## src/rtl/irda_nec_decoder.sv

```systemverilog
// ---------------------------------------------------------------------------
// irda_nec_decoder
//   Decodes NEC-format IR remote frames from a raw IR receiver output.
//   Phases between synchronized edges are measured in microseconds and
//   checked against NEC timing windows; a complete 32-bit frame is latched
//   to oDATA with a one-clock oDATA_READY pulse, and a repeat code produces
//   a one-clock oREPEAT pulse. Aborted or out-of-window frames are dropped
//   silently.
//
//   Parameters:
//     CLK_FREQ_HZ  iCLK frequency, used to derive the 1 us tick
//   Ports:
//     iCLK         clock
//     iRST_n       asynchronous active-low reset
//     iIRDA        raw IR line (asynchronous, idle high, burst = low)
//     oDATA_READY  one-clock pulse per accepted frame
//     oDATA[31:0]  last accepted frame, bit i = i-th received bit
//     oREPEAT      one-clock pulse per valid repeat code
//
//   Optional build macro:
//     IRDA_CHECKSUM_EN  when defined, a frame is accepted only if its
//                       address and command bytes match their inverses.
// ---------------------------------------------------------------------------
module irda_nec_decoder #(
  parameter int CLK_FREQ_HZ = 50000000
) (
  input  logic        iCLK,
  input  logic        iRST_n,
  input  logic        iIRDA,
  output logic        oDATA_READY,
  output logic [31:0] oDATA,
  output logic        oREPEAT
);

  localparam int DIV = (CLK_FREQ_HZ / 1000000 < 1) ? 1 : CLK_FREQ_HZ / 1000000;
  localparam int PW  = (DIV > 1) ? $clog2(DIV) : 1;
  localparam logic [PW-1:0] PRE_MAX = PW'(DIV - 1);
  localparam logic [13:0]   CNT_MAX = 14'h3FFF;

  typedef enum logic [2:0] {
    IDLE, LEAD_LOW, LEAD_HIGH, BIT_LOW, BIT_HIGH, RPT_TAIL
  } state_e;

  // Synchronizer + edge-detect flops; reset to the idle-high line level.
  logic s1_q, s2_q, s3_q;
  logic fall_w, rise_w, edge_w;

  always_ff @(posedge iCLK or negedge iRST_n) begin
    if (!iRST_n) begin
      s1_q <= 1'b1;
      s2_q <= 1'b1;
      s3_q <= 1'b1;
    end else begin
      s1_q <= iIRDA;
      s2_q <= s1_q;
      s3_q <= s2_q;
    end
  end

  assign fall_w = s3_q & ~s2_q;
  assign rise_w = ~s3_q & s2_q;
  assign edge_w = fall_w | rise_w;

  // 1 us tick; the prescaler restarts on each edge so every phase is
  // measured from a clean tick boundary.
  logic [PW-1:0] pre_q;
  logic [13:0]   cnt_q;
  logic          tick_w;

  assign tick_w = (pre_q == PRE_MAX) && !edge_w;

  always_ff @(posedge iCLK or negedge iRST_n) begin
    if (!iRST_n) begin
      pre_q <= '0;
      cnt_q <= '0;
    end else if (edge_w) begin
      pre_q <= '0;
      cnt_q <= '0;
    end else begin
      pre_q <= (pre_q == PRE_MAX) ? '0 : pre_q + 1'b1;
      if (tick_w && cnt_q != CNT_MAX) cnt_q <= cnt_q + 14'd1;
    end
  end

  function automatic logic in_win(input logic [13:0] c,
                                  input logic [13:0] lo,
                                  input logic [13:0] hi);
    return (c >= lo) && (c <= hi);
  endfunction

  // Frame FSM
  state_e      state_q, state_d;
  logic [4:0]  bit_idx_q, bit_idx_d;
  logic [31:0] shift_q, shift_d;
  logic        done_q, done_d;
  logic        rpt_q, rpt_d;

  always_ff @(posedge iCLK or negedge iRST_n) begin
    if (!iRST_n) begin
      state_q   <= IDLE;
      bit_idx_q <= '0;
      shift_q   <= '0;
      done_q    <= 1'b0;
      rpt_q     <= 1'b0;
    end else begin
      state_q   <= state_d;
      bit_idx_q <= bit_idx_d;
      shift_q   <= shift_d;
      done_q    <= done_d;
      rpt_q     <= rpt_d;
    end
  end

  always_comb begin
    state_d   = state_q;
    bit_idx_d = bit_idx_q;
    shift_d   = shift_q;
    done_d    = 1'b0;
    rpt_d     = 1'b0;
    if (state_q != IDLE && cnt_q == CNT_MAX) begin
      state_d = IDLE;
    end else if (edge_w) begin
      // Any edge that does not match the current phase window aborts the
      // frame; aborting lands in IDLE, so a new leader needs a fresh edge.
      state_d = IDLE;
      case (state_q)
        IDLE:
          if (fall_w) state_d = LEAD_LOW;
        LEAD_LOW:
          if (rise_w && in_win(cnt_q, 14'd8000, 14'd10000)) state_d = LEAD_HIGH;
        LEAD_HIGH:
          if (fall_w) begin
            if (in_win(cnt_q, 14'd4000, 14'd5000)) begin
              state_d   = BIT_LOW;
              bit_idx_d = '0;
            end else if (in_win(cnt_q, 14'd2000, 14'd2500)) begin
              state_d = RPT_TAIL;
            end
          end
        BIT_LOW:
          if (rise_w && in_win(cnt_q, 14'd400, 14'd700)) state_d = BIT_HIGH;
        BIT_HIGH:
          if (fall_w && (in_win(cnt_q, 14'd400, 14'd700) ||
                         in_win(cnt_q, 14'd1400, 14'd1900))) begin
            shift_d[bit_idx_q] = (cnt_q >= 14'd1400);
            if (bit_idx_q == 5'd31) begin
              done_d = 1'b1;   // trailing burst is left to IDLE to ignore
            end else begin
              bit_idx_d = bit_idx_q + 5'd1;
              state_d   = BIT_LOW;
            end
          end
        RPT_TAIL:
          if (rise_w && in_win(cnt_q, 14'd400, 14'd700)) rpt_d = 1'b1;
        default: state_d = IDLE;
      endcase
    end
  end

  // Output stage: one register after the final shift so the data and the
  // ready pulse appear together.
  logic chk_ok_w;
`ifdef IRDA_CHECKSUM_EN
  assign chk_ok_w = (shift_q[15:8]  == ~shift_q[7:0]) &&
                    (shift_q[31:24] == ~shift_q[23:16]);
`else
  assign chk_ok_w = 1'b1;
`endif

  logic [31:0] data_q;
  logic        ready_q;

  always_ff @(posedge iCLK or negedge iRST_n) begin
    if (!iRST_n) begin
      data_q  <= '0;
      ready_q <= 1'b0;
    end else begin
      ready_q <= 1'b0;
      if (done_q && chk_ok_w) begin
        data_q  <= shift_q;
        ready_q <= 1'b1;
      end
    end
  end

  assign oDATA       = data_q;
  assign oDATA_READY = ready_q;
  assign oREPEAT     = rpt_q;

endmodule

```

## config.mk

```make
export PLATFORM = sky130hd
export DESIGN_NAME = irda_nec_decoder
export DESIGN_NICKNAME = d
export VERILOG_FILES = /design/src/rtl/irda_nec_decoder.sv
export SDC_FILE = /design/constraint.sdc
export NUM_CORES = 1
export LEC_CHECK = 0
export ABC_AREA = 1
export CORE_MARGIN = 4
export CORE_UTILIZATION = 52
export CTS_CLUSTER_SIZE = 20
export DETAILED_ROUTE_END_ITERATION = 10
export PLACE_DENSITY = 0.75
export RECOVER_POWER = 50
export SYNTH_ARGS = -nofsm -noshare
export SYNTH_HDL_FRONTEND = slang
export SYNTH_SLANG_ARGS = --single-unit
export TNS_END_PERCENT = 50
```

## constraint.sdc

```tcl
create_clock -name iCLK -period 1.9 [get_ports iCLK]
set_input_delay 0.38 -clock iCLK [delete_from_list [all_inputs] [get_ports iCLK]]
set_output_delay 0.38 -clock iCLK [all_outputs]
set_load 0.03 [all_outputs]
```

==> Yosys cells after proc, flatten, opt, wreduce, memory -nomap -nowiden <==
Index checks and enable logic that the tools add are counted.
{ "totals": {"in_bits": 3, "word_cells": 100, "register_bits": 98, "output_inout_bits": 34} }
{ "classes": {"n_eq_ne": 13, "n_addsub": 3, "bitwise_logic": 6, "muxes": 33, "n_reduce_logical": 21, "n_lt_le_gt_ge": 12} }
{ "op_table": {"columns": ["operator", "count"], "rows": [
  ["$bwmux W32", 1],
  ["$ge A14 B11 Y1 const B", 2],
  ["$mux W14", 2],
  ["$mux W5", 4],
  ["$mux W3", 6],
  ["$pmux W3 S5", 1],
  ["$add A14 B1 Y14 const B", 1],
  ["$eq A14 B14 Y1 const B", 1],
  ["$ge A14 B12 Y1 const B", 1],
  ["$ge A14 B13 Y1 const B", 1],
  ["$ge A14 B9 Y1 const B", 1],
  ["$le A14 B10 Y1 const B", 1],
  ["$le A14 B11 Y1 const B", 1],
  ["$le A14 B12 Y1 const B", 1],
  ["$le A14 B13 Y1 const B", 1],
  ["$le A14 B14 Y1 const B", 1],
  ["$ne A14 B14 Y1 const B", 1],
  ["$logic_and A1 B1 Y1", 12],
  ["$mux W1", 12],
  ["$mux W6", 2],
  ["$pmux W5 S2", 1],
  ["$ne A2 B2 Y1 const B", 4],
  ["$reduce_and A7 Y1", 1],
  ["$add A6 B1 Y6 const B", 1],
  ["19 further kinds", 28]
]} }

==> Longest topological paths before layout <==
{ "depth": {"word_depth": 8, "mapped_depth": 15, "depth_no_buf": 13} }

==> Least setup slack after synthesis <==
Ideal clock, no wire load.
{ "synth_timing": {"kind": "flip-flop to flip-flop", "start": "reg s2_q", "end": "reg shift_q[11]", "n_path_buf": 1, "setup_slack_ns": 0.052, "arrival_time_ns": 1.732, "setup_time_ns": 0.117, "stages_incl_launch_ff": 12, "period_less_slack_ns": 1.848, "required_time_ns": 1.783, "path_cell_list": "dfstp_2 -> inv_1 -> ha_1 -> inv_1 -> nand2_1 -> inv_2 -> nand4_2 -> inv_4 -> buf_6 -> nand2_1 -> nand2_1 -> nand2_1"} }
{ "synth_between": {"elab_chain_len": 4, "word_cells_on_any_way": 6, "cone_classes": "bitwise: 4; reduce/logical: 2"} }
{ "synth_lines": {"columns": ["item", "line_no", "rtl"], "rows": [
  ["from (decl)", "45", "logic s1_q, s2_q, s3_q;"],
  ["from (signal assigned)", "55", "s2_q <= s1_q;"],
  ["$not A1 Y1", "60", "assign fall_w = s3_q & ~s2_q;"],
  ["$and A1 B1 Y1", "60", null],
  ["$or A1 B1 Y1 / $logic_and A1 B1 Y1 (equally long branches)", "62, 143", null],
  ["$reduce_and A4 Y1 (no line) *", null, null],
  ["to (signal assigned)", "108", "shift_q <= shift_d;"],
  ["to (decl)", "94", "logic [31:0] shift_q, shift_d;"]
]} }
Every way passes the cells marked *; elsewhere a longest branch is shown, timed or not.
A chain may end at the register's enable or synchronous reset.

==> Worst setup path in the final report <==
{ "layout_timing": {"start": "reg cnt_q[7]", "end": "reg shift_q[2]"} }
{ "layout_between": {"elab_chain_len": 5, "word_cells_on_any_way": 13, "cone_classes": "order compare: 4; eq/ne: 1; mux: 1; bitwise: 1; reduce/logical: 6"} }
{ "layout_lines": {"columns": ["item", "line_no", "rtl"], "rows": [
  ["from (decl)", "67", "logic [13:0] cnt_q;"],
  ["from (signal assigned)", "81", "if (tick_w && cnt_q != CNT_MAX) cnt_q <= cnt_q + 14'd1;"],
  ["$ge A14 B9 Y1 (tied with other cells)", "88", "return (c >= lo) && (c <= hi);"],
  ["$logic_and A1 B1 Y1", "88", null],
  ["$logic_or A1 B1 Y1", "143", "if (fall_w && (in_win(cnt_q, 14'd400, 14'd700) ||"],
  ["$logic_and A1 B1 Y1", "143", null],
  ["$reduce_and A4 Y1 (no line)", null, null]
]} }
Parallel ways exist; a longest one is shown, timed or not.

==> run summary <==
DRT
-----------------------------------------------------------------------------------------------
Violation count after the first detailed-route iteration                                    274
TritonRoute pass-1 iters                                                                      5
DRT Wirelength                                                                         13.31 mm
Antenna-violating nets left                                                                   0
Via/cell ratio                                                                            5.420
Vias after detailed routing                                                                4715
Number of DRC violations after detailed routing                                               0
Routed length per instance                                                             15.30 µm

CLOCK TREE
-----------------------------------------------------------------------------------------------
Clock input transition at the sequential cells of the worst setup and hold paths        0.11 ns
Buffer type at the clock tree root                                                 sky130_fd_sc_hd__clkbuf_8
Clock tree from TritonCTS                                                                   yes
TritonCTS Buffers                                                                             9
Max Root-Sink Buffers                                                                         2
Htree depth                                                                                   3
Number of hold-repair buffers added at the cts stage                                          0
Clock net sink count                                                                         98
Insertion delay to the later sink of the worst-skew pair                                0.37 ns

STA
-----------------------------------------------------------------------------------------------
Clock period minus final worst setup slack                                             1.923 ns
Final-report max-slew violation count                                                         0
Worst Skew                                                                           0.01501 ns
Setup repair after global routing missed its margin                                         yes
Period Utilization, post-route                                                           101.2%
Rel. slew slack                                                                          28.80%
Slew at the pin with the worst max-slew slack                                          1.068 ns
Final Setup Violations                                                                        6
Setup TNS after final layout                                                        -0.07363 ns
FMAX                                                                                 0.5200 GHz
Smallest setup slack after layout                                                   -0.02293 ns
Endpoints failing hold                                                                        0

LOGIC SYNTHESIS
-----------------------------------------------------------------------------------------------
Ranking of synthesized cells by instance count                                     180 x sky130_fd_sc_hd__nand2_1, 95 x sky130_fd_sc_hd__dfrtp_1, 87 x sky130_fd_sc_hd__nor2_1
Synth Cell Area                                                                        5162 µm²
Average size of a mapped cell                                                         8.016 µm²
Number of instances in the synthesized netlist                                              644
Share of Yosys cell area claimed by the top area cell type                               46.05%
Largest area contributor in the netlist                                            sky130_fd_sc_hd__dfrtp_1
Portion of the post-synthesis area used by sequential elements                           47.58%
Synthesized net count                                                                       658
Async SR Flop Fraction                                                                   100.0%
Count of yosys warnings during synthesis                                                      0
Distinct cell type count of the synthesized netlist                                          36
Number of register bits inferred by synthesis                                                98
Dominant cell by count in the synthesized netlist                                  sky130_fd_sc_hd__nand2_1
Most area-consuming cells after synthesis                                          sky130_fd_sc_hd__dfrtp_1 46%, sky130_fd_sc_hd__nand2_1 13%, sky130_fd_sc_hd__mux2_2 7.0%
Most used flip-flop cell after synthesis                                           sky130_fd_sc_hd__dfrtp_1
Number of synthesized flops with an enable pin                                                0

SETUP PATH
-----------------------------------------------------------------------------------------------
Arrival time reported for the critical path endpoint                                    2.20 ns
CP Capture Type                                                                       flip-flop
Category of the critical setup timing path                                         flip-flop to flip-flop
Slack of the worst reg-to-reg path                                                     -0.02 ns
Endpoint required time on the critical path                                             2.18 ns
Crit start category                                                                   flip-flop
Largest fanout on the critical path                                                           6

PLACED DESIGN
-----------------------------------------------------------------------------------------------
Number of buffers added on ports                                                             36
Global placer's final weighted congestion                                                 1.001
Total instance count after detailed placement                                               835
HPWL after detailed placement                                                          9.260 mm
Area after DPL                                                                         5924 µm²
Worst slack at placement                                                            -0.01871 ns

CELLS AND AREA
-----------------------------------------------------------------------------------------------
Layout cells sized above 1                                                               25.92%
Number of cells in the finished layout apart from fillers                                   870
Final antenna diode count                                                                     0
Area Overhead vs Synth                                                                   27.65%
Post-route cell area                                                                   6590 µm²
Post-layout net count                                                                       746
Layout fillers                                                                              773

PWR
-----------------------------------------------------------------------------------------------
Power per cell area                                                                551.6 nW/µm²
Fraction of power consumed by sequential logic                                            58.3%
Share of power burned in combinational logic                                               4.4%
Highest ir drop seen on vdd                                                           0.4395 mV
Reported leakage power                                                                 3.132 nW
Switching power                                                                        957.1 µW
Switching fraction of total power                                                        26.33%
Portion of total power attributed to the clock network                                    37.3%
Total internal power                                                                   2.678 mW
Pwr Total                                                                              3.635 mW

STATUS
-----------------------------------------------------------------------------------------------
Run status                                                                         finished, violations left
Violated checks                                                                    negative setup slack

DIE
-----------------------------------------------------------------------------------------------
Area of the die                                                                       11590 µm²
Number of standard-cell rows in the floorplan                                                36
Die Ht                                                                                 107.6 µm
Die X-Extent                                                                           107.6 µm
Ports                                                                                        37
Effective utilization at floorplan                                                       53.06%
Core outline area                                                                      9729 µm²

GLOBAL ROUTING
-----------------------------------------------------------------------------------------------
Number of antenna violations at the first check in global routing                             0
Via count of the first global-routing pass                                                 4377
Total overflow reported by the global router                                                  0
First-pass GRT wire length                                                             20.40 mm
Global router's overall resource usage                                                   21.95%
Maximum number of pins on one net before global-route repair                                 43

WORST HOLD PATH
-----------------------------------------------------------------------------------------------
Worst hold path type                                                               primary input to asynchronous set/reset pin

FLOW RUN
-----------------------------------------------------------------------------------------------
Number of max-capacitance violations reported                                                 0

## worst max-delay path, cell delays in order, from the launching register on
cell                        delay (ns)
sky130_fd_sc_hd__dfrtp_2          0.48
sky130_fd_sc_hd__inv_2            0.07
sky130_fd_sc_hd__nand2_1          0.08
sky130_fd_sc_hd__nor2_1           0.11
sky130_fd_sc_hd__nand3_1          0.09
sky130_fd_sc_hd__o21ai_2          0.15
sky130_fd_sc_hd__nand2_2          0.08
sky130_fd_sc_hd__nand2_2          0.10
sky130_fd_sc_hd__nand4_4          0.17
sky130_fd_sc_hd__clkinv_4         0.16
sky130_fd_sc_hd__clkbuf_16        0.16
sky130_fd_sc_hd__nand2_1          0.06
sky130_fd_sc_hd__nand2_1          0.06
sky130_fd_sc_hd__nand2_1          0.04
## metrics by stage
| step | hold slack (ns) | util, % |
|---|---|---|
| detailed placement | 0.3468 | 60.89 |
| global route | 0.2630 | 67.73 |
| finish | 0.1768 | 67.73 |
| floorplan | 0.08441 | - |
| CTS | 0.003624 | 63.08 |
| global placement | 0.3465 | 60.89 |
## path summary, 6_finish.rpt
check | startpoint | to | cells past startpoint
worst max-delay path | cnt_q[7]$_DFFE_PN0P_ | shift_q[2]$_DFFE_PN0P_ | 13
worst min-delay path | iRST_n | shift_q[19]$_DFFE_PN0P_ | 1
worst max register to register | cnt_q[7]$_DFFE_PN0P_ | shift_q[2]$_DFFE_PN0P_ | 13
worst min register to register | s1_q$_DFF_PN1_ | s2_q$_DFF_PN1_ | 0
max in group asynchronous | iRST_n | oDATA[0]$_DFFE_PN0P_ | 2
min in group iCLK | s1_q$_DFF_PN1_ | s2_q$_DFF_PN1_ | 0
## final cells by class
class                      instances  area, µm²  share of cell area [%]
multi-input combinational        460       2522                   38.28
sequential                        98       2466                   37.42
timing repair buffer              96      953.4                   14.47
inverter                          66      267.8                   4.063
tap                              133      166.4                   2.525
clock buffer                       9      123.9                   1.880
clock inverter                     7      81.33                   1.234
timing repair inverter             1      8.758                  0.1329
## cell usage in the layout, fill, tap and decap left out, drive strengths merged
cell / netlist / final
xnor2: 2 / 2
a21oi: 14 / 14
clkdlybuf4s50: 0 / 34
dfstp: 3 / 3
nor2: 90 / 90
nand4: 11 / 11
o211ai: 1 / 1
nor3b: 1 / 1
ha: 11 / 11
buf: 13 / 51
nand2: 184 / 184
o211a: 1 / 1
nor4: 4 / 4
nor3: 21 / 21
dlygate4sd3: 0 / 1
dfrtp: 95 / 95
nand3: 59 / 59
inv: 65 / 67
mux2: 32 / 32
clkbuf: 7 / 19
xor2: 2 / 2
o21ai: 24 / 24
clkinv: 1 / 7
a211oi: 1 / 1
and3: 1 / 1
a21boi: 1 / 1
## power groups by stage
| stage | registers (mW) | clock network (mW) | logic [mW] |
|---|---|---|---|
| 4_1_cts | 2.12 | 1.38 | 0.153 |
| 3_3_place_gp | 2.16 | 0 | 0.145 |
| 6_report | 2.12 | 1.36 | 0.160 |
| 3_5_place_dp | 2.16 | 0 | 0.153 |
| 5_1_grt | 2.12 | 1.46 | 0.183 |
| 2_1_floorplan | 2.16 | 0 | 0.0672 |
## registers in the layout, indices dropped and copies added (netlist names), 3 cells and up
register   count
pre_q          6
shift_q       32
state_q        3
cnt_q         14
bit_idx_q      5
oDATA         32
## what timing repair did
item                       CTS  global route
hold endpoints to repair     0             0
setup buffers                0            10
setup endpoints to repair    9            55
gates cloned                 0             9
pin swaps                    0            21
resized for setup            3            77
## layer usage
metal / global-route usage, % / vias to the layer above / wire length, µm
met5: 0 / - / 0
met4: 7.033 / 0 / 314
met3: 3.239 / 30 / 687
met2: 38.10 / 152 / 6774
met1: 28.21 / 2281 / 5531
li1: - / 2252 / -
## logic make-up (layout without fill, tap and decap cells)
kind of cell	Yosys count	count (layout)	synth area share, %
AO/OA/AOI/OAI	42	42	4.460
XOR/XNOR	4	4	0.6787
adder cells (fa/ha/maj)	11	11	2.666
buffers and inverters	86	179	7.319
flip-flops	98	98	47.58
multiplexers	32	32	6.980
AND/OR/NAND/NOR	371	371	30.32
Power figures use the tool's default switching activity.
